`config.mk`:
```
export PLATFORM = sky130hd
export DESIGN_NAME = serial_subtract_ctrl
export DESIGN_NICKNAME = d
export VERILOG_FILES = /design/src/rtl/serial_subtract_ctrl.sv
export SDC_FILE = /design/constraint.sdc
export NUM_CORES = 1
export LEC_CHECK = 0
export BUFFER_PORTS_ARGS = -buffer_cell sky130_fd_sc_hd__buf_2
export CAP_MARGIN = 5
export CELL_PAD_IN_SITES_DETAIL_PLACEMENT = 0
export CELL_PAD_IN_SITES_GLOBAL_PLACEMENT = 2
export CORE_ASPECT_RATIO = 2
export CORE_MARGIN = 8
export CORE_UTILIZATION = 39
export DETAILED_ROUTE_END_ITERATION = 16
export HOLD_SLACK_MARGIN = 0.02
export PLACE_DENSITY = 0.8
export SKIP_LAST_GASP = 1
export SLEW_MARGIN = 10
export SYNTH_ARGS = -nofsm -noshare
export SYNTH_HDL_FRONTEND = slang
export SYNTH_SLANG_ARGS = --single-unit
```
`constraint.sdc`:
```
create_clock -name clk -period 4.7 [get_ports clk]
set_input_delay 0.235 -clock clk [delete_from_list [all_inputs] [get_ports clk]]
set_output_delay 0.235 -clock clk [all_outputs]
set_load 0.005 [all_outputs]
```
`src/rtl/serial_subtract_ctrl.sv`:
```
// serial_subtract_ctrl: bit-serial a - b over WIDTH bits, LSB first.
// One bit is processed per clock through a shared 1-bit subtract slice.
// The slice is two cascaded half-subtractors plus a borrow register.
//
// Optional macro SERSUB_OVF_EN adds the output ovf.
// ovf is the signed two's-complement overflow of the final result.
// When the macro is undefined, the port and its logic are absent.
module serial_subtract_ctrl #(
    parameter int WIDTH = 8,
    localparam int CNT_W = $clog2(WIDTH)
) (
    input  logic             clk,
    input  logic             rst,
    input  logic             start,
    input  logic [WIDTH-1:0] a,
    input  logic [WIDTH-1:0] b,
    output logic             busy,
    output logic             done,
    output logic [WIDTH-1:0] diff,
`ifdef SERSUB_OVF_EN
    output logic             ovf,
`endif
    output logic             outborrow
);

    typedef enum logic [1:0] {
        IDLE = 2'd0,
        RUN  = 2'd1,
        DONE = 2'd2
    } state_t;

    localparam logic [CNT_W-1:0] LAST_BIT = CNT_W'(WIDTH - 1);

    state_t             state;
    logic [WIDTH-1:0]   a_reg;
    logic [WIDTH-1:0]   b_reg;
    logic [CNT_W-1:0]   cnt;
    logic               borrow;

    // Slice signals for the bit currently selected by cnt
    logic a_bit;
    logic b_bit;
    logic hs1_d;
    logic hs1_b;
    logic hs2_d;
    logic hs2_b;
    logic bout;

    // Shared 1-bit subtract slice: (a_bit - b_bit), then subtract the incoming borrow
    always_comb begin
        a_bit = a_reg[cnt];
        b_bit = b_reg[cnt];
        hs1_d = a_bit ^ b_bit;
        hs1_b = ~a_bit & b_bit;
        hs2_d = hs1_d ^ borrow;
        hs2_b = ~hs1_d & borrow;
        bout  = hs1_b | hs2_b;
    end

    // Control FSM with registered outputs; diff is built up one bit per RUN cycle
    always_ff @(posedge clk or posedge rst) begin
        if (rst) begin
            state     <= IDLE;
            a_reg     <= '0;
            b_reg     <= '0;
            cnt       <= '0;
            borrow    <= 1'b0;
            busy      <= 1'b0;
            done      <= 1'b0;
            diff      <= '0;
            outborrow <= 1'b0;
`ifdef SERSUB_OVF_EN
            ovf       <= 1'b0;
`endif
        end else begin
            case (state)
                IDLE: begin
                    done <= 1'b0;
                    if (start) begin
                        // Operands are captured only here; later input changes are ignored
                        a_reg  <= a;
                        b_reg  <= b;
                        diff   <= '0;
                        borrow <= 1'b0;
                        cnt    <= '0;
                        busy   <= 1'b1;
                        state  <= RUN;
                    end
                end
                RUN: begin
                    diff[cnt] <= hs2_d;
                    borrow    <= bout;
                    cnt       <= cnt + CNT_W'(1);
                    if (cnt == LAST_BIT) begin
                        // MSB edge: publish the final borrow and hand off to DONE
                        outborrow <= bout;
`ifdef SERSUB_OVF_EN
                        ovf       <= (a_bit ^ b_bit) & (a_bit ^ hs2_d);
`endif
                        busy      <= 1'b0;
                        done      <= 1'b1;
                        state     <= DONE;
                    end
                end
                DONE: begin
                    // Single-cycle done pulse; start is not looked at here
                    done  <= 1'b0;
                    state <= IDLE;
                end
                default: begin
                    busy  <= 1'b0;
                    done  <= 1'b0;
                    state <= IDLE;
                end
            endcase
        end
    end

endmodule

```
# Word level (Yosys, flattened, before mapping)
# Cells that the tools add are included.
# Widths: inputs -> output; s select.
# word_totals
out_inout_bits	11
regBits	33
wordCells	54
# op_classes
order_cmp	2
eq_ne	5
muxes	21
n_reduce_logical	8
add_sub_neg	1
n_bitwise	8
# op_table
cell	n
$pmux 8 s2	1
$bwmux 8	1
$mux 1	8
$mux 8	1
$reduce_and 2->1	4
$bmux 1 s3	2
$pmux 3 s2	1
$lt 3x4->1 const B	1
$mux 2	2
$ne 2x2->1 const B	2
$pmux 2 s2	1
$add 3x1->3 const B	1
$demux 1 s3	1
$eq 3x3->1 const B	1
$ge 3x1->1 const B	1
$mux 3	1
$not 1->1	3
$pmux 1 s3	1
$reduce_and 3->1	1
$and 1x1->1	2
$eq 2x1->1 const B	1
$eq 2x2->1 const B	1
$logic_not 2->1	1
$pmux 1 s2	1
other kinds (4)	5

# Logic depth before layout (Yosys ltp)
# Gate-level depths: netlist (run 1).
# logic_depth
word_depth	7
depth_mapped	5
ltp_nobuf	4

# Least setup slack after synthesis (run 1)
# Ideal clock, no wire load.
# synth_path
kind	register -> register
startpoint	register cnt[0]
endpoint	register diff[4]
path_buffers	1
slack_ps	2392
t_arrival_ps	2180
path_stages_with_launch	6
setup_ps	127
synth_period_minus_slack_ps	2308
cell_sequence	dfrtp_1 buf_2 mux4_2 mux2_2 fa_1 mux2_1
# synth_via
elab_chain_len	6
word_cells_on_any_way	13
classes_between	order compare: 2; mux: 8; bitwise: 2; reduce/logical: 1
# synth_lines
item	line_no	source
start: declaration	37	logic [CNT_W-1:0] cnt;
start signal: assignment	93	cnt <= cnt + CNT_W'(1);
$lt 3x4->1 (not written as such) (tied with other cells)	91	diff[cnt] <= hs2_d;
$logic_and 1x1->1 (not written as such) (tied with other cells)	91	
$mux 1 (not written as such) or $xor 1x1->1 (tied branches)	91, 53	
$demux 1 s3 or $xor 1x1->1 (tied branches)	91, 55	
$bwmux 8 *	91	
$pmux 8 s2 *	76	case (state)
end signal: indexed assignment	91	
end: declaration	19	output logic [WIDTH-1:0] diff,
# Mark *: on every way between the ends. The rest lies on a longest branch, timed or not. The select of a mux whose other input is x is not followed.
# A chain may end at the register's enable or synchronous reset.

# Worst setup path after layout (run 1)
# Same ends and word-level chain as after synthesis.

==> flow_summary.rst, run 1 <==
.. list-table::
   :header-rows: 1

   * - Metric
     - Value
   * - Worst EP required
     - 4.86 ns
   * - Worst vdd rail ir drop
     - 321.7 uV
   * - Number of remaining DRC errors
     - 0
   * - Syn Area/Cell
     - 13.63 um2
   * - Launch instance of the worst register-to-register path
     - cnt[0]
   * - Dpl ws
     - 2.155 ns
   * - Number of enable-type register cells in the synthesized netlist
     - 0
   * - Final hold violation count
     - 0
   * - Count of final max-slew check failures
     - 0
   * - Per-cell routed wire length
     - 15.02 um
   * - Vias per std cell
     - 4.990
   * - Critical path's slowest cell
     - sky130_fd_sc_hd__dfrtp_1
   * - Worst-Skew Late Latency
     - 0.28 ns
   * - Clock power share
     - 0.158
   * - Switching component of the power
     - 436.6 uW
   * - Net count after synthesis
     - 135
   * - Post-cts hold buffer count
     - 0
   * - Final non-filler cell total
     - 197
   * - Maximum capacitance violations
     - 0
   * - Initial core utilization
     - 0.4049
   * - Critical path cell sequence
     - mux4_2, mux2_2, fa_1, mux2_1
   * - Post-CTS setup buffer count
     - 0
   * - Port Buf Inserts
     - 29
   * - Endpoint of the lowest-slack register-to-register path
     - diff[4]
   * - Overflow left after global routing
     - 0
   * - Number of standard cells after synthesis
     - 113
   * - H-tree Lvls
     - 2
   * - Gr usage total
     - 0.1083
   * - Placer congestion estimate
     - 0.7322
   * - Worst Path Arrival
     - 2.68 ns
   * - Overall die width
     - 60.44 um
   * - Metal-1 WL
     - 1048 um
   * - Number of global-route vias before repair
     - 1090
   * - Synth Flop Type
     - sky130_fd_sc_hd__dfrtp_1
   * - Biggest area consumer among synthesized cells
     - sky130_fd_sc_hd__dfrtp_1
   * - Count of cells resized by post-cts repair
     - 0
   * - Clk sinks
     - 33
   * - Classification of the worst-slack hold path
     - input port to asynchronous set/reset pin
   * - R2R depth
     - 4
   * - I/O Pins
     - 30
   * - Final Cycle Share
     - 0.5359
   * - Transition time at the pin with the least slew margin
     - 0.5523 ns
   * - Clock tree root buffer cell
     - sky130_fd_sc_hd__clkbuf_8
   * - Critical path capture point type
     - flip-flop
   * - Fraction of layout cells with a size suffix above 1
     - 0.4589
   * - Wire length on met3
     - 146 um
   * - Final setup violating endpoints
     - 0
   * - Power per cell area
     - 702.6 nW/um2
   * - Clock tree from TritonCTS
     - yes
   * - Largest net degree at the start of global routing
     - 34
   * - Portion of total power attributed to combinational logic
     - 0.425
   * - Internal power component
     - 834.6 uW
   * - Synthesis-to-layout area growth
     - 17.47%
   * - Placed instance count
     - 189
   * - Static Leak
     - 0.0008545 uW
   * - Final net count
     - 167
   * - Worst setup slack after layout
     - 2.181 ns
   * - Longest Clk Path Bufs
     - 2
   * - Die height
     - 104.9 um
   * - Vias post-DR
     - 983
   * - Synth top area share
     - 0.5361
   * - Post-synthesis sequential area ratio
     - 0.5361
   * - Worst Path Class, Setup
     - flip-flop to flip-flop
   * - Std cell rows
     - 32
   * - Full die area
     - 6338 um2
   * - ANT cells
     - 0
   * - Async set-or-reset flop fraction in the synthesized netlist
     - 1.000
   * - Worst-path clk slew
     - 0.07 ns
   * - Floorplan core area
     - 3804 um2
   * - Final sum of negative setup slack
     - 0 ns
   * - Antenna violations before repair
     - 0
   * - Number of synthesized register bits
     - 33
   * - Most used standard cell by instance count after synthesis
     - sky130_fd_sc_hd__dfrtp_1
   * - Antenna viol nets, final
     - 0
   * - Switch share
     - 0.3434
   * - Warning count from the yosys run
     - 0
   * - Syn Std Cell Area
     - 1540 um2
   * - Wire length of the first global-routing pass
     - 5147 um
   * - Worst max-slew margin expressed relative to the limit
     - 0.6310
   * - Setup repair after global routing missed its margin
     - no
   * - Final worst clock skew
     - 0.006156 ns
   * - Achievable Freq
     - 397.1 MHz
   * - Worst Setup Start Kind
     - flip-flop
   * - Wire length on met2
     - 1685 um
   * - Post-DP HPWL
     - 2295 um
   * - Maximum fanout count along the critical path
     - 11
   * - Delay of the slowest critical-path stage
     - 0.65 ns
   * - Commonest cells in the netlist
     - sky130_fd_sc_hd__dfrtp_1 (33), sky130_fd_sc_hd__mux2_2 (21), sky130_fd_sc_hd__nor2b_1 (8)
   * - Initial DRT Pass Iterations
     - 4
   * - Share of total power in sequential cells
     - 0.417
   * - Number of buffers created by CTS
     - 5
   * - DR iter-0 viols
     - 12
   * - Largest cells by area after synthesis
     - sky130_fd_sc_hd__dfrtp_1 (54%), sky130_fd_sc_hd__mux2_2 (15%), sky130_fd_sc_hd__mux4_2 (5.8%)
   * - Number of distinct standard cells referenced by the synthesized netlist
     - 31
   * - Source of the critical timing path
     - cnt[0]
   * - Total routed wirelength
     - 2958 um
   * - Final worst path period need
     - 2.519 ns
   * - Run status
     - finished clean
   * - Top Layer Used
     - met4
   * - Reg2reg setup slack
     - 2.18 ns
-- per-stage QoR --
| stage | util | cell area [um2] | total power, uW | hold WS [ns] |
|---|---|---|---|---|
| floorplan | - | 1540 | 940.4 | 0.3639 |
| global placement | 0.4539 | 1727 | 1068 | 0.3327 |
| detailed placement | 0.4539 | 1727 | 1094 | 0.3450 |
| CTS | 0.4757 | 1809 | 1298 | 0.03969 |
| global route | 0.4757 | 1809 | 1376 | 0.07232 |
| finish | 0.4757 | 1809 | 1271 | 0.02343 |
-- power groups by stage --
stage	registers, uW	logic [uW]	clock network, uW
detailed placement	541	553	0
CTS	536	554	208
finish	530	540	201
global placement	532	536	0
global route	555	603	218
floorplan	481	460	0
-- critical path: cells and delay by family (launching register included) --
family	cells	cell delay (ns)
fa+ha+maj	1	0.58
flops	1	0.65
mux	3	1.18
-- cell families (layout without fill, tap and decap cells) --
family,Yosys count,in the layout,synth area share
adders and majority gates,3,3,0.02924
AOI/OAI and AO/OA,14,14,0.06499
buffers and inverters,13,46,0.04143
muxes,28,28,0.2331
and+or+nand+nor,22,22,0.09504
DFF,33,33,0.5361
-- final cells by class --
type / instances / area [um2]
clock buffers: 6 / 72.57
clock inverters: 2 / 10.01
fillers: 377 / 1994
inverters: 7 / 26.28
multi-input cells: 67 / 650.6
flip-flops and latches: 33 / 825.8
well taps: 51 / 63.81
repair buffers: 31 / 160.2
-- per-layer routing --
layer	vias up	GRT usage
met3	9	0.03563
met5	-	0
met2	23	0.1877
met4	0	0.05546
met1	484	0.1080
li1	467	-
-- cells in the final DEF, fill, tap and decap left out --
cell type | netlist | final
sky130_fd_sc_hd__nand3b_1 | 2 | 2
sky130_fd_sc_hd__mux2_2 | 21 | 21
sky130_fd_sc_hd__buf_2 | 3 | 29
sky130_fd_sc_hd__a21o_1 | 1 | 1
sky130_fd_sc_hd__o21ai_0 | 1 | 1
sky130_fd_sc_hd__nand4_1 | 1 | 1
sky130_fd_sc_hd__mux4_2 | 4 | 4
sky130_fd_sc_hd__nand3_1 | 3 | 3
sky130_fd_sc_hd__fa_1 | 1 | 1
sky130_fd_sc_hd__a211oi_1 | 2 | 2
sky130_fd_sc_hd__nor3b_2 | 1 | 1
sky130_fd_sc_hd__mux2i_1 | 1 | 1
sky130_fd_sc_hd__o21bai_1 | 1 | 1
sky130_fd_sc_hd__ha_1 | 2 | 2
sky130_fd_sc_hd__a31o_2 | 2 | 2
sky130_fd_sc_hd__buf_4 | 1 | 2
sky130_fd_sc_hd__nor2_1 | 3 | 3
sky130_fd_sc_hd__clkbuf_8 | 0 | 5
sky130_fd_sc_hd__o22ai_1 | 1 | 1
sky130_fd_sc_hd__inv_1 | 7 | 7
sky130_fd_sc_hd__clkinv_2 | 0 | 2
sky130_fd_sc_hd__and2_1 | 1 | 1
sky130_fd_sc_hd__nor2b_1 | 8 | 8
sky130_fd_sc_hd__a21oi_1 | 3 | 3
sky130_fd_sc_hd__a22o_1 | 2 | 2
sky130_fd_sc_hd__mux2_1 | 2 | 2
sky130_fd_sc_hd__dfrtp_1 | 33 | 33
sky130_fd_sc_hd__a2bb2oi_1 | 1 | 1
sky130_fd_sc_hd__nand2_1 | 1 | 1
sky130_fd_sc_hd__clkbuf_1 | 1 | 1
sky130_fd_sc_hd__nor3b_4 | 1 | 1
sky130_fd_sc_hd__nor3b_1 | 1 | 1
-- how the worst max path moves through the flow --
stage                   end  depth (start not counted)
global route        diff[6]                          4
CTS                 diff[4]                          4
finish              diff[4]                          4
floorplan           diff[4]                          5
global placement    diff[4]                          4
detailed placement  diff[4]                          4
Note: power is estimated with default switching activity, not from simulation.
==> inputs of run 2 (changes only) <==
CORE_UTILIZATION = 33   (was 39)
PLACE_DENSITY = 0.72   (was 0.8)
clock period = 2.2 ns   (was 4.7 ns; I/O delays follow)
==> flow_summary.rst, run 2 (synthesis results as in run 1) <==
.. list-table::
   :header-rows: 1

   * - Metric
     - Value
   * - Run status
     - finished clean
   * - Number of buffers created by CTS
     - 5
   * - Setup repair after global routing missed its margin
     - yes
   * - Source of the critical timing path
     - cnt[0]
   * - Initial DRT Pass Iterations
     - 3
   * - Count of final max-slew check failures
     - 0
   * - Power per cell area
     - 1584 nW/um2
   * - Seq. cell area
     - 827.0 um2
   * - Initial core utilization
     - 0.3382
   * - Transition time at the pin with the least slew margin
     - 0.4140 ns
   * - Clock tree root buffer cell
     - sky130_fd_sc_hd__clkbuf_8
   * - Endpoint of the lowest-slack register-to-register path
     - diff[6]
   * - Vias per std cell
     - 4.767
   * - Timing endpoint of the critical path
     - diff[6]
   * - Per-cell routed wire length
     - 15.19 um
   * - Placer congestion estimate
     - 0.7430
   * - Worst EP required
     - 2.37 ns
   * - Die height
     - 112.6 um
   * - Overall die width
     - 64.31 um
   * - Static Leak
     - 0.0009010 uW
   * - Final core utilization
     - 0.4179
   * - Critical path cell sequence
     - mux4_2, mux2_4, fa_2, mux2_4
   * - Fraction of layout cells with a size suffix above 1
     - 0.4967
   * - Critical path's slowest cell
     - sky130_fd_sc_hd__mux4_2
   * - Worst Setup Start Kind
     - flip-flop
   * - Cell mode on critical path
     - sky130_fd_sc_hd__mux2_4
   * - Worst-Skew Late Latency
     - 0.28 ns
   * - Cell family with the largest share of critical-path delay
     - multiplexers
   * - Count of filler cells inserted in the layout
     - 464
   * - Worst Path Arrival
     - 2.36 ns
   * - Number of global-route vias before repair
     - 1124
   * - Worst Path Class, Setup
     - flip-flop to flip-flop
   * - Vias post-DR
     - 982
   * - Launch instance of the worst register-to-register path
     - cnt[0]
   * - Most frequent cells in the layout
     - sky130_fd_sc_hd__dfrtp_1 (32), sky130_fd_sc_hd__buf_2 (29), sky130_fd_sc_hd__mux2_2 (20), sky130_fd_sc_hd__nor2b_1 (8), sky130_fd_sc_hd__inv_1 (7)
   * - Floorplan core area
     - 4554 um2
   * - Final setup violating endpoints
     - 0
   * - Final Cycle Share
     - 0.9956
   * - Achievable Freq
     - 456.5 MHz
   * - Classification of the worst-slack hold path
     - input port to flip-flop
   * - Cell count along the critical path
     - 4
   * - Final worst clock skew
     - 0.004979 ns
   * - Number of remaining DRC errors
     - 0
   * - Clk sinks
     - 33
   * - Worst max-slew margin expressed relative to the limit
     - 0.7240
   * - Final hold violation count
     - 0
   * - Gr usage total
     - 0.09657
   * - Overflow left after global routing
     - 0
   * - Commonest non-fill, non-tap cell in the layout
     - sky130_fd_sc_hd__dfrtp_1
   * - R2R depth
     - 4
   * - Synthesis-to-layout area growth
     - 23.56%
   * - Antenna violations before repair
     - 0
   * - Number of buffers and inverters on the critical path
     - 0
   * - Worst-path clk slew
     - 0.07 ns
   * - I/O Pins
     - 30
   * - Multi-input combinational cell area
     - 664.4 um2
   * - Wire length of the first global-routing pass
     - 5388 um
   * - DR iter-0 viols
     - 9
   * - Reg2reg setup slack
     - 0.01 ns
   * - Std cell rows
     - 35
   * - Maximum capacitance violations
     - 0
   * - Port Buf Inserts
     - 29
   * - Critical path capture point type
     - flip-flop
   * - Worst vdd rail ir drop
     - 965.4 uV
   * - Total routed wirelength
     - 3129 um
   * - Delay of the slowest critical-path stage
     - 0.52 ns
   * - H-tree Lvls
     - 2
   * - Largest net degree at the start of global routing
     - 34
   * - Longest Clk Path Bufs
     - 2
   * - Maximum fanout count along the critical path
     - 8
   * - Final net count
     - 172
   * - ANT cells
     - 0
   * - Antenna viol nets, final
     - 0
   * - Full die area
     - 7242 um2
   * - Clock tree from TritonCTS
     - yes
   * - Final sum of negative setup slack
     - 0 ns
   * - Post-DP HPWL
     - 2384 um
   * - Final worst path period need
     - 2.190 ns
run 2: cell types whose count changed in the layout (fill, tap and decap cells not counted), moves of 2 or more:
cell	change
sky130_fd_sc_hd__mux2_1	-2
sky130_fd_sc_hd__mux2_4	+3
sky130_fd_sc_hd__buf_4	+4
sky130_fd_sc_hd__clkinv_2	-2
run 2: final cells by class:
cell class                      instances  area share
Clock buffer                            7     0.04536
Clock inverter                          1     0.01578
Inverter                                7     0.01381
Multi-Input combinational cell         67      0.3491
Sequential cell                        33      0.4346
Tap cell                               55     0.03616
Timing Repair Buffer                   36      0.1052
run 2: timing repair:
item | 4_1_cts | 5_1_grt
endpoints found under the hold margin | 33 | 0
hold buffers | 1 | 0
pin swaps | 1 | 1
setup endpoints to repair | 8 | 8
setup buffers | 1 | 0
gates resized for setup | 4 | 0
run 2: how the worst min path moves through the flow:
stage,startpoint,endpoint,slack [ns],depth (start not counted)
detailed placement,rst,borrow,0.22,3
global placement,rst,done,0.21,3
finish,b[6],b_reg[6],0.06,2
floorplan,rst,a_reg[0],0.24,1
CTS,a[6],a_reg[6],0.05,2
global route,a[6],a_reg[6],0.06,2
run 2: power by group:
group	total, uW	internal [uW]	switching (uW)
Sequential	1120	898	218
Clock	579	369	210
Combinational	1320	771	550
run 2: per-stage QoR:
stage	worst slack [ns]	area [um2]	total power [uW]	hold slack, ns	std cells
finish	0.009610	1903	3015	0.06048	206
global route	-0.08651	1903	3256	0.05707	206
CTS	-0.03337	1903	3083	0.05126	206
detailed placement	-0.1856	1757	2420	0.2203	196
global placement	-0.1049	1757	2365	0.2080	196
floorplan	0.008765	1545	2033	0.2389	113
run 2: metal layers:
metal	GRT usage	wire (um)	up-vias
met1	0.09158	1125	480
met5	0	0	-
met4	0.05279	64	0
met2	0.1762	1823	22
li1	-	-	474
met3	0.02792	115	6
